--- src/rtl/calibration_sweep_controller_pkg.sv ---
// Shared types and constants for the dither-threshold calibration slice.
package fpgifa_cal_pkg;

  typedef enum logic [2:0] {IDLE, ALIGN, SWEEP, EVAL, LOCKED} cal_state_t;

  localparam int FRAME_PIXELS = 320 * 240;
  localparam int COUNT_W      = 17;
  localparam int THRESH_W     = 8;

endpackage

--- src/rtl/calibration_sweep_controller_if.sv ---
// Frame-sync / dither-stage bundle for the calibration sweep controller.
// THRESHOLD_OVERRIDE_EN adds the override_en / override_thresh inputs.
interface calibration_sweep_controller_if;
  import fpgifa_cal_pkg::*;

  logic                frame_start;
  logic                dithered_pixel;
  logic                dithered_valid;
  logic                cal_start;
  logic [THRESH_W-1:0] threshold_out;
  logic                calibrating;
  logic                locked;
  logic [COUNT_W-1:0]  best_count;
`ifdef THRESHOLD_OVERRIDE_EN
  logic                override_en;
  logic [THRESH_W-1:0] override_thresh;
`endif

  modport master (
    output frame_start, dithered_pixel, dithered_valid, cal_start,
`ifdef THRESHOLD_OVERRIDE_EN
    output override_en, override_thresh,
`endif
    input  threshold_out, calibrating, locked, best_count
  );

  modport slave (
    input  frame_start, dithered_pixel, dithered_valid, cal_start,
`ifdef THRESHOLD_OVERRIDE_EN
    input  override_en, override_thresh,
`endif
    output threshold_out, calibrating, locked, best_count
  );

endinterface

--- src/rtl/calibration_sweep_controller_counter.sv ---
// pixel_transition_counter: counts valid-pixel transitions within one frame and
// reports the total plus an exact-length check one cycle after frame_start.
module pixel_transition_counter
  import fpgifa_cal_pkg::*;
#(
  parameter int FRAME_LEN = FRAME_PIXELS
) (
  input  logic               clk_in,
  input  logic               rst_in,
  input  logic               frame_start,
  input  logic               dithered_pixel,
  input  logic               dithered_valid,
  input  logic               enable,
  output logic [COUNT_W-1:0] count,
  output logic               frame_ok,
  output logic               done
);

  localparam logic [COUNT_W-1:0] LEN = COUNT_W'(FRAME_LEN);

  logic [COUNT_W-1:0] pix_cnt_p0;
  logic [COUNT_W-1:0] trans_cnt_p0;
  logic               have_prev_p0;
  logic               prev_pix_p0;

  function automatic logic [COUNT_W-1:0] sat_inc(input logic [COUNT_W-1:0] v);
    return (&v) ? v : v + 1'b1;
  endfunction

  // Running per-frame counters; a pixel coincident with frame_start opens the new frame.
  always_ff @(posedge clk_in) begin
    if (!rst_in) begin
      pix_cnt_p0   <= '0;
      trans_cnt_p0 <= '0;
      have_prev_p0 <= 1'b0;
      frame_ok     <= 1'b0;
      done         <= 1'b0;
    end else begin
      done <= frame_start & enable;
      if (frame_start) begin
        frame_ok     <= (pix_cnt_p0 == LEN);
        trans_cnt_p0 <= '0;
        if (enable && dithered_valid) begin
          pix_cnt_p0   <= COUNT_W'(1);
          have_prev_p0 <= 1'b1;
        end else begin
          pix_cnt_p0   <= '0;
          have_prev_p0 <= 1'b0;
        end
      end else if (enable && dithered_valid) begin
        pix_cnt_p0   <= sat_inc(pix_cnt_p0);
        have_prev_p0 <= 1'b1;
        if (have_prev_p0 && (dithered_pixel != prev_pix_p0))
          trans_cnt_p0 <= sat_inc(trans_cnt_p0);
      end
    end
  end

  // Data-only registers: frame total snapshot and previous pixel value.
  always_ff @(posedge clk_in) begin
    if (frame_start) count <= trans_cnt_p0;
    if (dithered_valid) prev_pix_p0 <= dithered_pixel;
  end

endmodule

--- src/rtl/calibration_sweep_controller.sv ---
// calibration_sweep_controller: sweeps dither thresholds one frame per step and
// locks threshold_out to the step with the most pixel transitions.
// Optional macro THRESHOLD_OVERRIDE_EN: registered manual threshold override.
module calibration_sweep_controller
  import fpgifa_cal_pkg::*;
#(
  parameter int NUM_STEPS      = 30,
  parameter int START_THRESH   = 0,
  parameter int STEP           = 8,
  parameter int DEFAULT_THRESH = 128,
  parameter int AUTO_START     = 1,
  parameter int FRAME_LEN      = FRAME_PIXELS
) (
  input logic                           clk_in,
  input logic                           rst_in,
  calibration_sweep_controller_if.slave cal_if
);

  localparam int             K_W    = 6;
  localparam logic [K_W-1:0] LAST_K = K_W'(NUM_STEPS - 1);

  cal_state_t          state;
  logic [K_W-1:0]      k;
  logic [K_W-1:0]      best_k;
  logic [COUNT_W-1:0]  best;
  logic [THRESH_W-1:0] thr_fsm;
  logic                calibrating_r;
  logic                locked_r;
  logic [COUNT_W-1:0]  best_count_r;

  logic [COUNT_W-1:0]  count;
  logic                frame_ok;
  logic                done;
  logic                sweep_active;
  logic                frame_good;
  logic                win;
  logic [COUNT_W-1:0]  best_nxt;
  logic [K_W-1:0]      best_k_nxt;

  // Threshold for step idx; the sum is formed wide so large steps clamp at 255 rather than wrap.
  function automatic logic [THRESH_W-1:0] step_thresh(input logic [K_W-1:0] idx);
    int sum;
    sum = START_THRESH + int'(idx) * STEP;
    return (sum > 255) ? 8'd255 : THRESH_W'(sum);
  endfunction

  assign sweep_active = (state == ALIGN) || (state == SWEEP) || (state == EVAL);
  assign frame_good   = done && frame_ok;
  assign win          = frame_good && (count > best);
  assign best_nxt     = win ? count : best;
  assign best_k_nxt   = win ? k : best_k;

  pixel_transition_counter #(.FRAME_LEN(FRAME_LEN)) u_counter (
    .clk_in         (clk_in),
    .rst_in         (rst_in),
    .frame_start    (cal_if.frame_start),
    .dithered_pixel (cal_if.dithered_pixel),
    .dithered_valid (cal_if.dithered_valid),
    .enable         (sweep_active),
    .count          (count),
    .frame_ok       (frame_ok),
    .done           (done)
  );

  // Sweep sequencer: step/best bookkeeping and registered status outputs.
  always_ff @(posedge clk_in) begin
    if (!rst_in) begin
      state         <= IDLE;
      k             <= '0;
      best          <= '0;
      best_k        <= '0;
      thr_fsm       <= THRESH_W'(DEFAULT_THRESH);
      calibrating_r <= 1'b0;
      locked_r      <= 1'b0;
      best_count_r  <= '0;
    end else if (cal_if.cal_start && (state inside {ALIGN, SWEEP, EVAL})) begin
      // Abort: restart from ALIGN; threshold holds until ALIGN drives the start value.
      state         <= ALIGN;
      k             <= '0;
      best          <= '0;
      best_k        <= '0;
      calibrating_r <= 1'b1;
      locked_r      <= 1'b0;
    end else begin
      unique case (state)
        IDLE: begin
          if (cal_if.cal_start || (AUTO_START != 0)) begin
            state         <= ALIGN;
            calibrating_r <= 1'b1;
          end
        end
        ALIGN: begin
          thr_fsm <= step_thresh('0);
          if (cal_if.frame_start) state <= SWEEP;
        end
        SWEEP: begin
          if (cal_if.frame_start) state <= EVAL;
        end
        EVAL: begin
          best   <= best_nxt;
          best_k <= best_k_nxt;
          if (!frame_good) begin
            state <= SWEEP;
          end else if (k == LAST_K) begin
            state         <= LOCKED;
            thr_fsm       <= step_thresh(best_k_nxt);
            best_count_r  <= best_nxt;
            locked_r      <= 1'b1;
            calibrating_r <= 1'b0;
          end else begin
            state   <= SWEEP;
            k       <= k + 1'b1;
            thr_fsm <= step_thresh(k + 1'b1);
          end
        end
        LOCKED: begin
          if (cal_if.cal_start) begin
            state         <= ALIGN;
            k             <= '0;
            best          <= '0;
            best_k        <= '0;
            locked_r      <= 1'b0;
            calibrating_r <= 1'b1;
          end
        end
        default: state <= IDLE;
      endcase
    end
  end

  assign cal_if.calibrating = calibrating_r;
  assign cal_if.locked      = locked_r;
  assign cal_if.best_count  = best_count_r;

`ifdef THRESHOLD_OVERRIDE_EN
  logic                ovr_en_p0;
  logic [THRESH_W-1:0] ovr_thr_p0;

  // Override select is control and resets; override value is plain data.
  always_ff @(posedge clk_in) begin
    if (!rst_in) ovr_en_p0 <= 1'b0;
    else         ovr_en_p0 <= cal_if.override_en;
  end

  // Capture override threshold one cycle ahead of use.
  always_ff @(posedge clk_in) begin
    ovr_thr_p0 <= cal_if.override_thresh;
  end

  assign cal_if.threshold_out = ovr_en_p0 ? ovr_thr_p0 : thr_fsm;
`else
  assign cal_if.threshold_out = thr_fsm;
`endif

endmodule

--- src/flat_wrapper.sv ---
// flat-port wrapper written by rule: the top's interface ports become plain ports
module calibration_sweep_controller_flat import fpgifa_cal_pkg::*;
#(
  parameter int NUM_STEPS      = 30,
  parameter int START_THRESH   = 0,
  parameter int STEP           = 8,
  parameter int DEFAULT_THRESH = 128,
  parameter int AUTO_START     = 1,
  parameter int FRAME_LEN      = FRAME_PIXELS
)
  (clk_in, rst_in, cal_if_frame_start, cal_if_dithered_pixel, cal_if_dithered_valid, cal_if_cal_start, cal_if_threshold_out, cal_if_calibrating, cal_if_locked, cal_if_best_count);
  calibration_sweep_controller_if cal_if_i ();
  input logic clk_in;
  input logic rst_in;
  input wire logic [$bits(cal_if_i.frame_start)-1:0] cal_if_frame_start;
  input wire logic [$bits(cal_if_i.dithered_pixel)-1:0] cal_if_dithered_pixel;
  input wire logic [$bits(cal_if_i.dithered_valid)-1:0] cal_if_dithered_valid;
  input wire logic [$bits(cal_if_i.cal_start)-1:0] cal_if_cal_start;
  output wire logic [$bits(cal_if_i.threshold_out)-1:0] cal_if_threshold_out;
  output wire logic [$bits(cal_if_i.calibrating)-1:0] cal_if_calibrating;
  output wire logic [$bits(cal_if_i.locked)-1:0] cal_if_locked;
  output wire logic [$bits(cal_if_i.best_count)-1:0] cal_if_best_count;
  assign cal_if_i.frame_start = cal_if_frame_start;
  assign cal_if_i.dithered_pixel = cal_if_dithered_pixel;
  assign cal_if_i.dithered_valid = cal_if_dithered_valid;
  assign cal_if_i.cal_start = cal_if_cal_start;
  assign cal_if_threshold_out = cal_if_i.threshold_out;
  assign cal_if_calibrating = cal_if_i.calibrating;
  assign cal_if_locked = cal_if_i.locked;
  assign cal_if_best_count = cal_if_i.best_count;
  calibration_sweep_controller #(.NUM_STEPS(NUM_STEPS), .START_THRESH(START_THRESH), .STEP(STEP), .DEFAULT_THRESH(DEFAULT_THRESH), .AUTO_START(AUTO_START), .FRAME_LEN(FRAME_LEN)) u_core (.clk_in(clk_in), .rst_in(rst_in), .cal_if(cal_if_i));
endmodule
--- config.mk ---
export PLATFORM = sky130hd
export DESIGN_NAME = calibration_sweep_controller_flat
export DESIGN_NICKNAME = d
export VERILOG_FILES = /design/src/rtl/calibration_sweep_controller_pkg.sv /design/src/rtl/calibration_sweep_controller_if.sv /design/src/rtl/calibration_sweep_controller_counter.sv /design/src/rtl/calibration_sweep_controller.sv /design/src/flat_wrapper.sv
export SDC_FILE = /design/constraint.sdc
export NUM_CORES = 1
export LEC_CHECK = 0
export ABC_CLOCK_PERIOD_IN_PS = 2400
export CAP_MARGIN = 0
export CORE_ASPECT_RATIO = 2
export CORE_MARGIN = 2
export CORE_UTILIZATION = 30
export CTS_BUF_LIST = sky130_fd_sc_hd__clkbuf_4 sky130_fd_sc_hd__clkbuf_8
export CTS_CLUSTER_SIZE = 28
export DETAILED_ROUTE_END_ITERATION = 6
export HOLD_SLACK_MARGIN = 0.08
export PLACE_DENSITY = 0.56
export SLEW_MARGIN = 20
export SYNTH_ARGS = -nofsm -noshare
export SYNTH_HDL_FRONTEND = slang
export SYNTH_HIERARCHICAL = 1
export SYNTH_SLANG_ARGS = --single-unit
--- constraint.sdc ---
create_clock -name clk_in -period 2.4 [get_ports clk_in]
set_input_delay 0.48 -clock clk_in [delete_from_list [all_inputs] [get_ports clk_in]]
set_output_delay 0.48 -clock clk_in [all_outputs]
set_load 0.03 [all_outputs]
==> impl_results.md, run 1 <==
- Nets@finish: ~730
- Antenna-violating nets left: 0
- Vias in the first global route: ~4800
- Global Route Usage Sum: 0.143
- Synth Net Count: ~640
- Vias/cell: roughly 5
- Core ar.: roughly 0.019 sq mm
- Least-Margin Pin Slew: 0.645 ns
- Worst hold stages: 2
- DP Wirelength: 9970 um
- Number of diodes: 0
- Slowest CP cell: or4b_1
- H-tree levels: 3
- Critical path, cell by cell: ha_4, nand2_2, nor2_1, and3_1, ha_2, nand4b_4, or4_4, or4b_1, a21oi_1
- PortBufs: 32
- Total vias in the final route: approximately 4800
- Mapped Cells: between 600 and 700
- Worst reg-to-reg path cell count: 9
- Layout Cells excl Fill: 928
- Buf/Inv on CP: 0
- Final setup viols: 4
- Slew HR: 0.569
- CTS Hold Bufs: 0
- WP data required: 2.74 ns
- HP Start: u_core/best_k[1]
- Final min period: 2.45 ns
- Placed insts: 901
- Period utilization: 1.02
- Worst skew pair latency: 0.41 ns
- CP endpoint kind: register
- Most common cell after layout, fill and taps aside: dfxtp_1
- CP startpoint kind: register
- R2r startpoint: u_core/u_counter/trans_cnt_p0[1]
- TritonCTS clock tree: done
- Avg WL per Cell: around 15 um
- Share of layout cells above drive strength 1: 0.268
- Crit path DAT: 2.78 ns
- Register bit total from synthesis: about 110
- Leak Pwr: approximately 0.0027 uW
- Primary FF master, synth: dfxtp_1
- Avg Synthesized Cell Area: just over 9 sq um
- Final RePlAce weighted congestion: about 0.8
- Synth Warn #: 6
- Sequential area share after synthesis: 0.428
- Clock transition at path regs: roughly 0.12 ns
- Final Slew Violations: 0
- Final Util: 0.385
- DRC violations left: 0
- Number of max-cap violations: 0
- Initial Util: 0.304
- Pwr dens: between 400 and 500 mW/mm^2
- # rows: 71
- First-pass GRT wire length: between 20000 and 25000 um
- Die area: about 0.020 sq mm
- Clk_skew: about 0.018 ns
- HP Class: reg -> reg
- Crit-path max cell delay: between 0.5 and 0.6 ns
- Antenna violations before repair: 0
- Distinct cell type count of the synthesized netlist: 73
- Worst vdd ir: between 0.2 and 0.3 mV
- CP top delay family: simple AND/OR/NAND/NOR gates
- Clock buffer depth: 2
- Sink Count: about 110
- WS Path Type: reg -> reg
- RSZ-0062 raised after global routing: true
- CTS Root Buffer Type: clkbuf_8
- Remaining Overflow, GRT: 0
- Syn Std Cell Area: 0.00567 sq mm
- Worst reg2reg endpoint: u_core/u_counter/trans_cnt_p0[12]
- Largest net degree at the start of global routing: 35
- Reg2reg setup slack: -0.05 ns
- Die height: around 200 um
- Post-synth EDFFs: 18
- Commonest non-fill, non-tap cells in the layout: 89 x dfxtp_1, 79 x buf_4, 57 x a21oi_1
- Final WL: 14100 um
- Outcome: finished, violations left
- Die W: slightly above 100 um
- Critical-path maximum fanout: 6
- Failing checks: negative setup slack
- Post-Place Worst Slack: -0.0844 ns
- # IOs: 33
- Final hold violations: 0
- Hold Crit Endpoint: u_core/best_k[1]
- Final WS setup: -0.0465 ns
- Ys async rst share: 0
- Drt first pass iters: 4
- Number of buffers created by CTS: 9
- Area Growth Syn to Fin: 26.7%
- Max Freq: approximately 0.41 GHz
- DRT iter0 DRCs: 280
## tightest hold or removal path, stage by stage, from the launching register on
cell and delay, ns:
dfxtp_1 0.33, nand2_1 0.07, o21ai_2 0.05
## through the flow
stage | setup TNS, ns | total power (uW) | hold WS [ns] | cell area, sq um
global route | -2.71 | 3550 | 0.496 | 7180
global placement | -0.0946 | 2210 | 0.448 | 6690
floorplan | -0.0225 | 2110 | 0.435 | 5690
detailed placement | -1.22 | 2220 | 0.450 | 6690
CTS | -1.38 | 3450 | 0.469 | 7010
finish | -0.0956 | 3420 | 0.470 | 7180
## Yosys cell counts (all sizes together), types with 7 or more instances
cell type  number  share of area
o21ai          63          0.067
mux2i          20          0.035
inv            26          0.017
xnor2           7          0.011
o31ai           7          0.012
buf            20          0.032
clkbuf         14         0.0095
or3            12          0.014
a21oi          61          0.054
and2            7         0.0077
xor2            8          0.012
dfxtp          94           0.33
edfxtp         18          0.095
and3           10          0.011
nand3          40          0.051
or4             9          0.012
nor2           39          0.028
ha             24          0.053
nor3           10         0.0088
nand2          51          0.034
## worst max path at each step
stage	start	end	slack [ns]	cells after the start
final	u_core/u_counter/trans_cnt_p0[1]	u_core/u_counter/trans_cnt_p0[12]	-0.05	9
after global routing	u_core/u_counter/count[12]	u_core/cal_if.best_count[16]	-0.11	8
after CTS	u_core/u_counter/count[10]	u_core/best[5]	-0.06	9
after detailed placement	u_core/u_counter/count[10]	u_core/cal_if.best_count[10]	-0.08	8
after global placement	u_core/u_counter/count[13]	u_core/cal_if.best_count[10]	-0.04	8
after floorplan	u_core/u_counter/trans_cnt_p0[0]	u_core/u_counter/trans_cnt_p0[12]	-0.02	10
## state kept, by name, summed over array words and instances, names as in the netlist
register,count
u_core/cal_if.threshold_out,6
u_core/u_counter/prev_pix_p0,1
u_core/k,6
u_core/best,17
u_core/u_counter/done,1
u_core/u_counter/frame_ok,1
u_core/u_counter/have_prev_p0,1
u_core/u_counter/trans_cnt_p0,17
u_core/cal_if.locked,1
u_core/cal_if.best_count,17
u_core/cal_if.calibrating,1
u_core/state,3
u_core/u_counter/pix_cnt_p0,17
u_core/best_k,6
u_core/u_counter/count,17
## final cells by class
| type | count | area [sq um] |
|---|---|---|
| well taps | 219 | 274 |
| flip-flops and latches | 112 | 2430 |
| repair buffers | 120 | 1090 |
| clock buffers | 9 | 124 |
| inverters | 26 | 97.6 |
| multi-input cells | 435 | 3070 |
| clock inverters | 7 | 98.8 |
| fillers | 1814 | 11500 |
## repair_timing
action | in CTS | in global routing
resized for setup | 10 | 24
setup buffers | 6 | 2
pin swaps | 9 | 18
cloned | 1 | 2
endpoints found under the setup margin | 48 | 53
## kinds of logic after synthesis
logic type,synth area share
mux,0.0373
flops,0.428
fa+ha+maj,0.0548
buf+inv,0.0583
compound gates,0.181
xor+xnor,0.0232
simple gates,0.218
## routing by layer
metal / global-route usage / share of wire / up-vias
li1: - / - / 2383
met3: 0.0205 / 0.024 / 19
met4: 0.0681 / 0.025 / 0
met1: 0.145 / 0.38 / 2270
met5: 0 / 0 / -
met2: 0.275 / 0.57 / 80
## power by group
part	leakage [uW]	internal [uW]	total [uW]	switching [uW]
combinational	0.00161	97.6	243	146
sequential	0.000951	1920	1940	17.9
clock	0.000111	445	1230	790
Power figures use the tool's default switching activity.
==> run 2: changes to the inputs <==
==> constraint.sdc (replaced) <==
create_clock -name clk_in -period 2.4 [get_ports clk_in]
set_input_delay 0.36 -clock clk_in [delete_from_list [all_inputs] [get_ports clk_in]]
set_output_delay 0.36 -clock clk_in [all_outputs]
set_load 0.03 [all_outputs]
==> impl_results.md, run 2 (synthesis results as in run 1) <==
- Outcome: finished, violations left (unchanged)
- Failing checks: negative setup slack (unchanged)
- DRT iter0 DRCs: 215 (was 280)
- Initial Util: 0.304 (unchanged)
- Largest net degree at the start of global routing: 35 (unchanged)
- # IOs: 33 (unchanged)
- Global Route Usage Sum: 0.138 (was 0.143)
- Area Growth Syn to Fin: 26.2% (was 26.7%)
- CTS Hold Bufs: 0 (unchanged)
- HP Class: reg -> reg (unchanged)
- Final hold violations: 0 (unchanged)
- Die W: 101 um (unchanged)
- Most common cell after layout, fill and taps aside: dfxtp_1 (unchanged)
- Clock buffer depth: 2 (unchanged)
- DRC violations left: 0 (unchanged)
- PortBufs: 32 (unchanged)
- Clk_skew: 0.0290 ns (was 0.0183 ns)
- Crit-path max cell delay: 0.60 ns (was 0.55 ns)
- Critical path depth: 8 (was 9)
- CTS Root Buffer Type: clkbuf_8 (unchanged)
- Critical path, cell by cell: nand4_1, nor3_1, and3_1, ha_2, nand4b_4, or4_4, or4b_4, a21oi_2 (was ha_4, nand2_2, nor2_1, and3_1, ha_2, nand4b_4, or4_4, or4b_1, a21oi_1)
- Final setup viols: 8 (was 4)
- Number of buffers created by CTS: 9 (unchanged)
- Vias/cell: 5.14 (was 5.12)
- Remaining Overflow, GRT: 0 (unchanged)
- Critical-path maximum fanout: 7 (was 6)
- First-pass GRT wire length: 22300 um (was 22700 um)
- Worst vdd ir: 0.237 mV (was 0.261 mV)
- Total vias in the final route: 4741 (was 4752)
- Post-Place Worst Slack: -0.0577 ns (was -0.0844 ns)
- Avg WL per Cell: 14.8 um (was 15.2 um)
- Die area: 0.0201 sq mm (unchanged)
- Hold_ws: 0.481 ns (was 0.470 ns)
- Die height: 198 um (unchanged)
- Commonest non-fill, non-tap cells in the layout: 92 x dfxtp_1, 72 x buf_4, 55 x a21oi_1 (was 89 x dfxtp_1, 79 x buf_4, 57 x a21oi_1)
- H-tree levels: 3 (unchanged)
- Number of diodes: 0 (unchanged)
- Worst skew pair latency: 0.41 ns (about the same)
- Buf/Inv on CP: 0 (unchanged)
- Final min period: 2.47 ns (was 2.45 ns)
- Sink Count: 112 (unchanged)
- DP Wirelength: 9780 um (was 9970 um)
- Slew HR: 0.658 (was 0.569)
- Crit path DAT: 2.82 ns (was 2.78 ns)
- Placed insts: 894 (was 901)
- Pwr dens: 474 mW/mm^2 (was 476 mW/mm^2)
- Worst reg-to-reg path cell count: 8 (was 9)
- Final Slew Violations: 0 (unchanged)
- Core ar.: 0.0187 sq mm (unchanged)
- Number of max-cap violations: 0 (unchanged)
- Drt first pass iters: 6 (was 4)
- CP endpoint kind: register (unchanged)
- Final instance area: 0.00715 sq mm (was 0.00718 sq mm)
- Antenna violations before repair: 0 (unchanged)
- Antenna-violating nets left: 0 (unchanged)
- Least-Margin Pin Slew: 0.514 ns (was 0.645 ns)
- Share of layout cells above drive strength 1: 0.257 (was 0.268)
- WP data required: 2.74 ns (about the same)
- RSZ-0062 raised after global routing: true (unchanged)
- WS Path Type: reg -> reg (unchanged)
- Period utilization: 1.03 (was 1.02)
- Max Freq: 0.404 GHz (was 0.409 GHz)
- TritonCTS clock tree: done (unchanged)
- Leak Pwr: 0.00267 uW (about the same)
- Final RePlAce weighted congestion: 0.808 (was 0.815)
- Clock transition at path regs: 0.12 ns (about the same)
- Nets@finish: 729 (was 734)
- Layout Cells excl Fill: 923 (was 928)
- Vias in the first global route: 4770 (was 4805)
- Slowest CP cell: or4_4 (was or4b_1)
- CP startpoint kind: register (unchanged)
- Final WS setup: -0.0734 ns (was -0.0465 ns)
- Post-DP Area: 0.00663 sq mm (was 0.00669 sq mm)
- # rows: 71 (unchanged)
- Worst hold stages: 2 (unchanged)
- Final WL: 13700 um (was 14100 um)
- Total Neg Setup Slack: -0.216 ns (was -0.0956 ns)
- CP top delay family: simple AND/OR/NAND/NOR gates (unchanged)
## run 2: cell types whose count changed in the layout (fill, tap and decap cells not counted), sizes merged
| cell | change |
|---|---|
| buf | -4 |
| or4 | -1 |
| clkinv | +1 |
| inv | -1 |
## run 2: layer usage
metal,part of all wire,GRT usage,vias to the layer above
met3,0.021,0.0233,27
met2,0.56,0.254,75
met5,0,0,-
met1,0.38,0.146,2265
li1,-,-,2374
met4,0.031,0.0726,0
## run 2: path summary, 6_finish.rpt
kind	start	slack, ns	end
hold reg to reg	u_core/best[4]	0.48	u_core/best[4]
setup reg to reg	u_core/u_counter/trans_cnt_p0[6]	-0.07	u_core/u_counter/trans_cnt_p0[12]
hold / removal	u_core/best[4]	0.48	u_core/best[4]
setup / recovery	u_core/u_counter/trans_cnt_p0[6]	-0.07	u_core/u_counter/trans_cnt_p0[12]
## run 2: worst register-to-register path: stages, from the launching register on
cell      delay (ns)
dfxtp_1         0.33
nand4_1         0.16
nor3_1          0.11
and3_1          0.18
ha_2            0.18
nand4b_4        0.18
or4_4           0.60
or4b_4          0.54
a21oi_2         0.14
## run 2: report_power, final
group          total [uW]  switching [uW]  internal, uW
clock                1220             776           440
combinational         233             142          91.0
sequential           1940            17.6          1920
total                3390             936          2450
## run 2: what timing repair did
item                       CTS  global route
setup buffers                4             7
pin swaps                    5            16
setup endpoints to repair   48            56
resized for setup            9            25
gates cloned                 0             2
## run 2: area by class of cell
type | count | area (sq um)
repair buffers | 116 | 1070
flip-flops and latches | 112 | 2420
multi-input cells | 434 | 3070
clock buffers | 9 | 124
fillers | 1803 | 11500
well taps | 219 | 274
inverters | 26 | 97.6
clock inverters | 7 | 98.8
## run 2: per-stage QoR
stage	total power [uW]	utilization
after CTS	3430	0.372
final	3390	0.383
after floorplan	2110	-
after global routing	3530	0.383
after detailed placement	2210	0.356
after global placement	2210	0.356
==> run 3: changes to the inputs <==
Settings changed: PLACE_DENSITY 0.56 to 0.55, SLEW_MARGIN 20 to default.
==> impl_results.md, run 3 (synthesis results as in run 1) <==
- Outcome: finished, violations left (unchanged)
- Failing checks: negative setup slack (unchanged)
- Die area: 0.0201 sq mm (unchanged)
- Global Route met3 Usage: 0.0219 (was 0.0233)
- Slew HR: 0.622 (was 0.658)
- Reg2reg setup slack: -0.09 ns (was -0.07 ns)
- PortBufs: 32 (unchanged)
- Area Growth Syn to Fin: 27.8% (was 26.2%)
- Antenna violations before repair: 0 (unchanged)
- Sink Count: 112 (unchanged)
- Number of max-cap violations: 0 (unchanged)
- HP Class: reg -> reg (unchanged)
- Initial Util: 0.304 (unchanged)
- Final Util: 0.388 (was 0.383)
- Die height: 198 um (unchanged)
- DRT iter0 DRCs: 179 (was 215)
- Least-Margin Pin Slew: 0.561 ns (was 0.514 ns)
- H-tree levels: 3 (unchanged)
- Crit-path max cell delay: 0.46 ns (was 0.60 ns)
- Fill count: 1871 (was 1803)
- Final instance area: 0.00724 sq mm (was 0.00715 sq mm)
- Worst skew pair latency: 0.40 ns (was 0.41 ns)
- Vias/cell: 5.11 (was 5.14)
- Clock transition at path regs: 0.11 ns (was 0.12 ns)
- TritonCTS clock tree: done (unchanged)
- DRC violations left: 0 (unchanged)
- Max Freq: 0.401 GHz (was 0.404 GHz)
- R2r startpoint: u_core/u_counter/count[10] (was u_core/u_counter/trans_cnt_p0[6])
- Remaining Overflow, GRT: 0 (unchanged)
- Clock buffer depth: 2 (unchanged)
- WP data required: 2.73 ns (was 2.74 ns)
- Clk_skew: 0.0193 ns (was 0.0290 ns)
- # IOs: 33 (unchanged)
- Number of buffers created by CTS: 9 (unchanged)
- Worst vdd ir: 0.245 mV (was 0.237 mV)
- Busiest layer in global routing: met2 (unchanged)
- Largest net degree at the start of global routing: 35 (unchanged)
- Total Power: 3340 uW (was 3390 uW)
- Final Slew Violations: 0 (unchanged)
- CP startpoint kind: register (unchanged)
- Drt first pass iters: 4 (was 6)
- Antenna-violating nets left: 0 (unchanged)
- Placed insts: 899 (was 894)
- Final hold violations: 0 (unchanged)
- Nets@finish: 735 (was 729)
- Pwr dens: 462 mW/mm^2 (was 474 mW/mm^2)
- WS Path Type: reg -> reg (unchanged)
- CP top delay family: compound AO/OA/AOI/OAI gates (was simple AND/OR/NAND/NOR gates)
- Total vias in the final route: 4747 (was 4741)
- Buf/Inv on CP: 3 (was 0)
- Crit path DAT: 2.82 ns (about the same)
- Number of diodes: 0 (unchanged)
- Final RePlAce weighted congestion: 0.856 (was 0.808)
- Final setup viols: 39 (was 8)
- # rows: 71 (unchanged)
- CP most frequent cell: buf_4
- GR Util met1: 0.149 (was 0.146)
- Critical path, cell by cell: ha_4, nand4_1, buf_4, nor4_4, a21boi_4, buf_4, o311a_4, buf_12, nand3_2, o21ai_2 (was nand4_1, nor3_1, and3_1, ha_2, nand4b_4, or4_4, or4b_4, a21oi_2)
- Die W: 101 um (unchanged)
- Commonest non-fill, non-tap cells in the layout: 89 x dfxtp_1, 76 x buf_4, 54 x a21oi_1 (was 92 x dfxtp_1, 72 x buf_4, 55 x a21oi_1)
- Avg WL per Cell: 15.0 um (was 14.8 um)
- Met2 usage: 0.274 (was 0.254)
- Leak Pwr: 0.00268 uW (was 0.00267 uW)
- Share of layout cells above drive strength 1: 0.272 (was 0.257)
- HP Start: u_core/best[4] (unchanged)
- Core ar.: 0.0187 sq mm (unchanged)
- Global Route Usage Sum: 0.143 (was 0.138)
- Vias in the first global route: 4876 (was 4770)
- CTS Root Buffer Type: clkbuf_8 (unchanged)
- First-pass GRT wire length: 22900 um (was 22300 um)
- Most common cell after layout, fill and taps aside: dfxtp_1 (unchanged)
- Post-DP Area: 0.00668 sq mm (was 0.00663 sq mm)
- Critical-path maximum fanout: 12 (was 7)
- Slowest CP cell: edfxtp_1 (was or4_4)
- RSZ-0062 raised after global routing: true (unchanged)
- CP endpoint kind: register (unchanged)
- Total Neg Setup Slack: -2.53 ns (was -0.216 ns)
- Final WS setup: -0.0936 ns (was -0.0734 ns)
- Layout Cells excl Fill: 929 (was 923)
- Worst Setup SP: u_core/u_counter/count[10] (was u_core/u_counter/trans_cnt_p0[6])
- DP Wirelength: 10100 um (was 9780 um)
- Final WL: 14000 um (was 13700 um)
- Period utilization: 1.04 (was 1.03)
- Final min period: 2.49 ns (was 2.47 ns)
-- run 3: cell types whose count changed in the layout (fill, tap and decap cells not counted), moves of 2 or more --
cell | before | now
buf_4 | 72 | 76
dfxtp_1 | 92 | 89
dfxtp_2 | 2 | 5
mux2i_1 | 19 | 16
clkinv_4 | 0 | 2
ha_1 | 21 | 19
ha_4 | 2 | 4
mux2i_2 | 1 | 3
-- run 3: final timing paths --
kind	cells after the start	endpoint
setup / recovery	10	u_core/best_k[2]
hold / removal	2	u_core/best[4]
setup reg to reg	10	u_core/best_k[2]
hold reg to reg	2	u_core/best[4]
-- run 3: worst reg2reg max path: stages, from the launching register on --
cell      delay [ns]
edfxtp_1        0.46
ha_4            0.29
nand4_1         0.13
buf_4           0.18
nor4_4          0.35
a21boi_4        0.27
buf_4           0.14
o311a_4         0.26
buf_12          0.17
nand3_2         0.10
o21ai_2         0.08
-- run 3: routing by layer --
| layer | vias to the layer above | routed length [um] |
|---|---|---|
| met2 | 56 | 8070 |
| li1 | 2374 | - |
| met3 | 21 | 264 |
| met1 | 2296 | 5310 |
| met4 | 0 | 334 |
| met5 | - | 0 |
-- run 3: what timing repair did --
item,in CTS,in global routing
resized for setup,19,24
hold buffers,0,0
pin swaps,15,29
buffers inserted,7,5
gates cloned,0,2
endpoints found under the setup margin,54,56
-- run 3: cell type report --
cell class | count | area, sq um | share of cell area
timing repair buffer | 122 | 1130 | 0.156
clock buffer | 9 | 124 | 0.0171
clock inverter | 7 | 83.8 | 0.0116
sequential | 112 | 2430 | 0.336
inverter | 26 | 97.6 | 0.0135
tap | 219 | 274 | 0.0379
multi-input combinational | 434 | 3100 | 0.429
-- run 3: report_power, final --
| group | leakage (uW) | internal (uW) | switching [uW] | total (uW) |
|---|---|---|---|---|
| clock network | 0.000105 | 421 | 739 | 1160 |
| logic | 0.00162 | 96.0 | 144 | 240 |
| registers | 0.000951 | 1920 | 18.1 | 1940 |
-- run 3: metrics by stage --
step           hold WS (ns)  worst slack (ns)
2_1_floorplan         0.435           -0.0225
3_3_place_gp          0.446            -0.199
3_5_place_dp          0.462            -0.299
4_1_cts               0.480           -0.0909
5_1_grt               0.488            -0.202
6_report              0.476           -0.0936
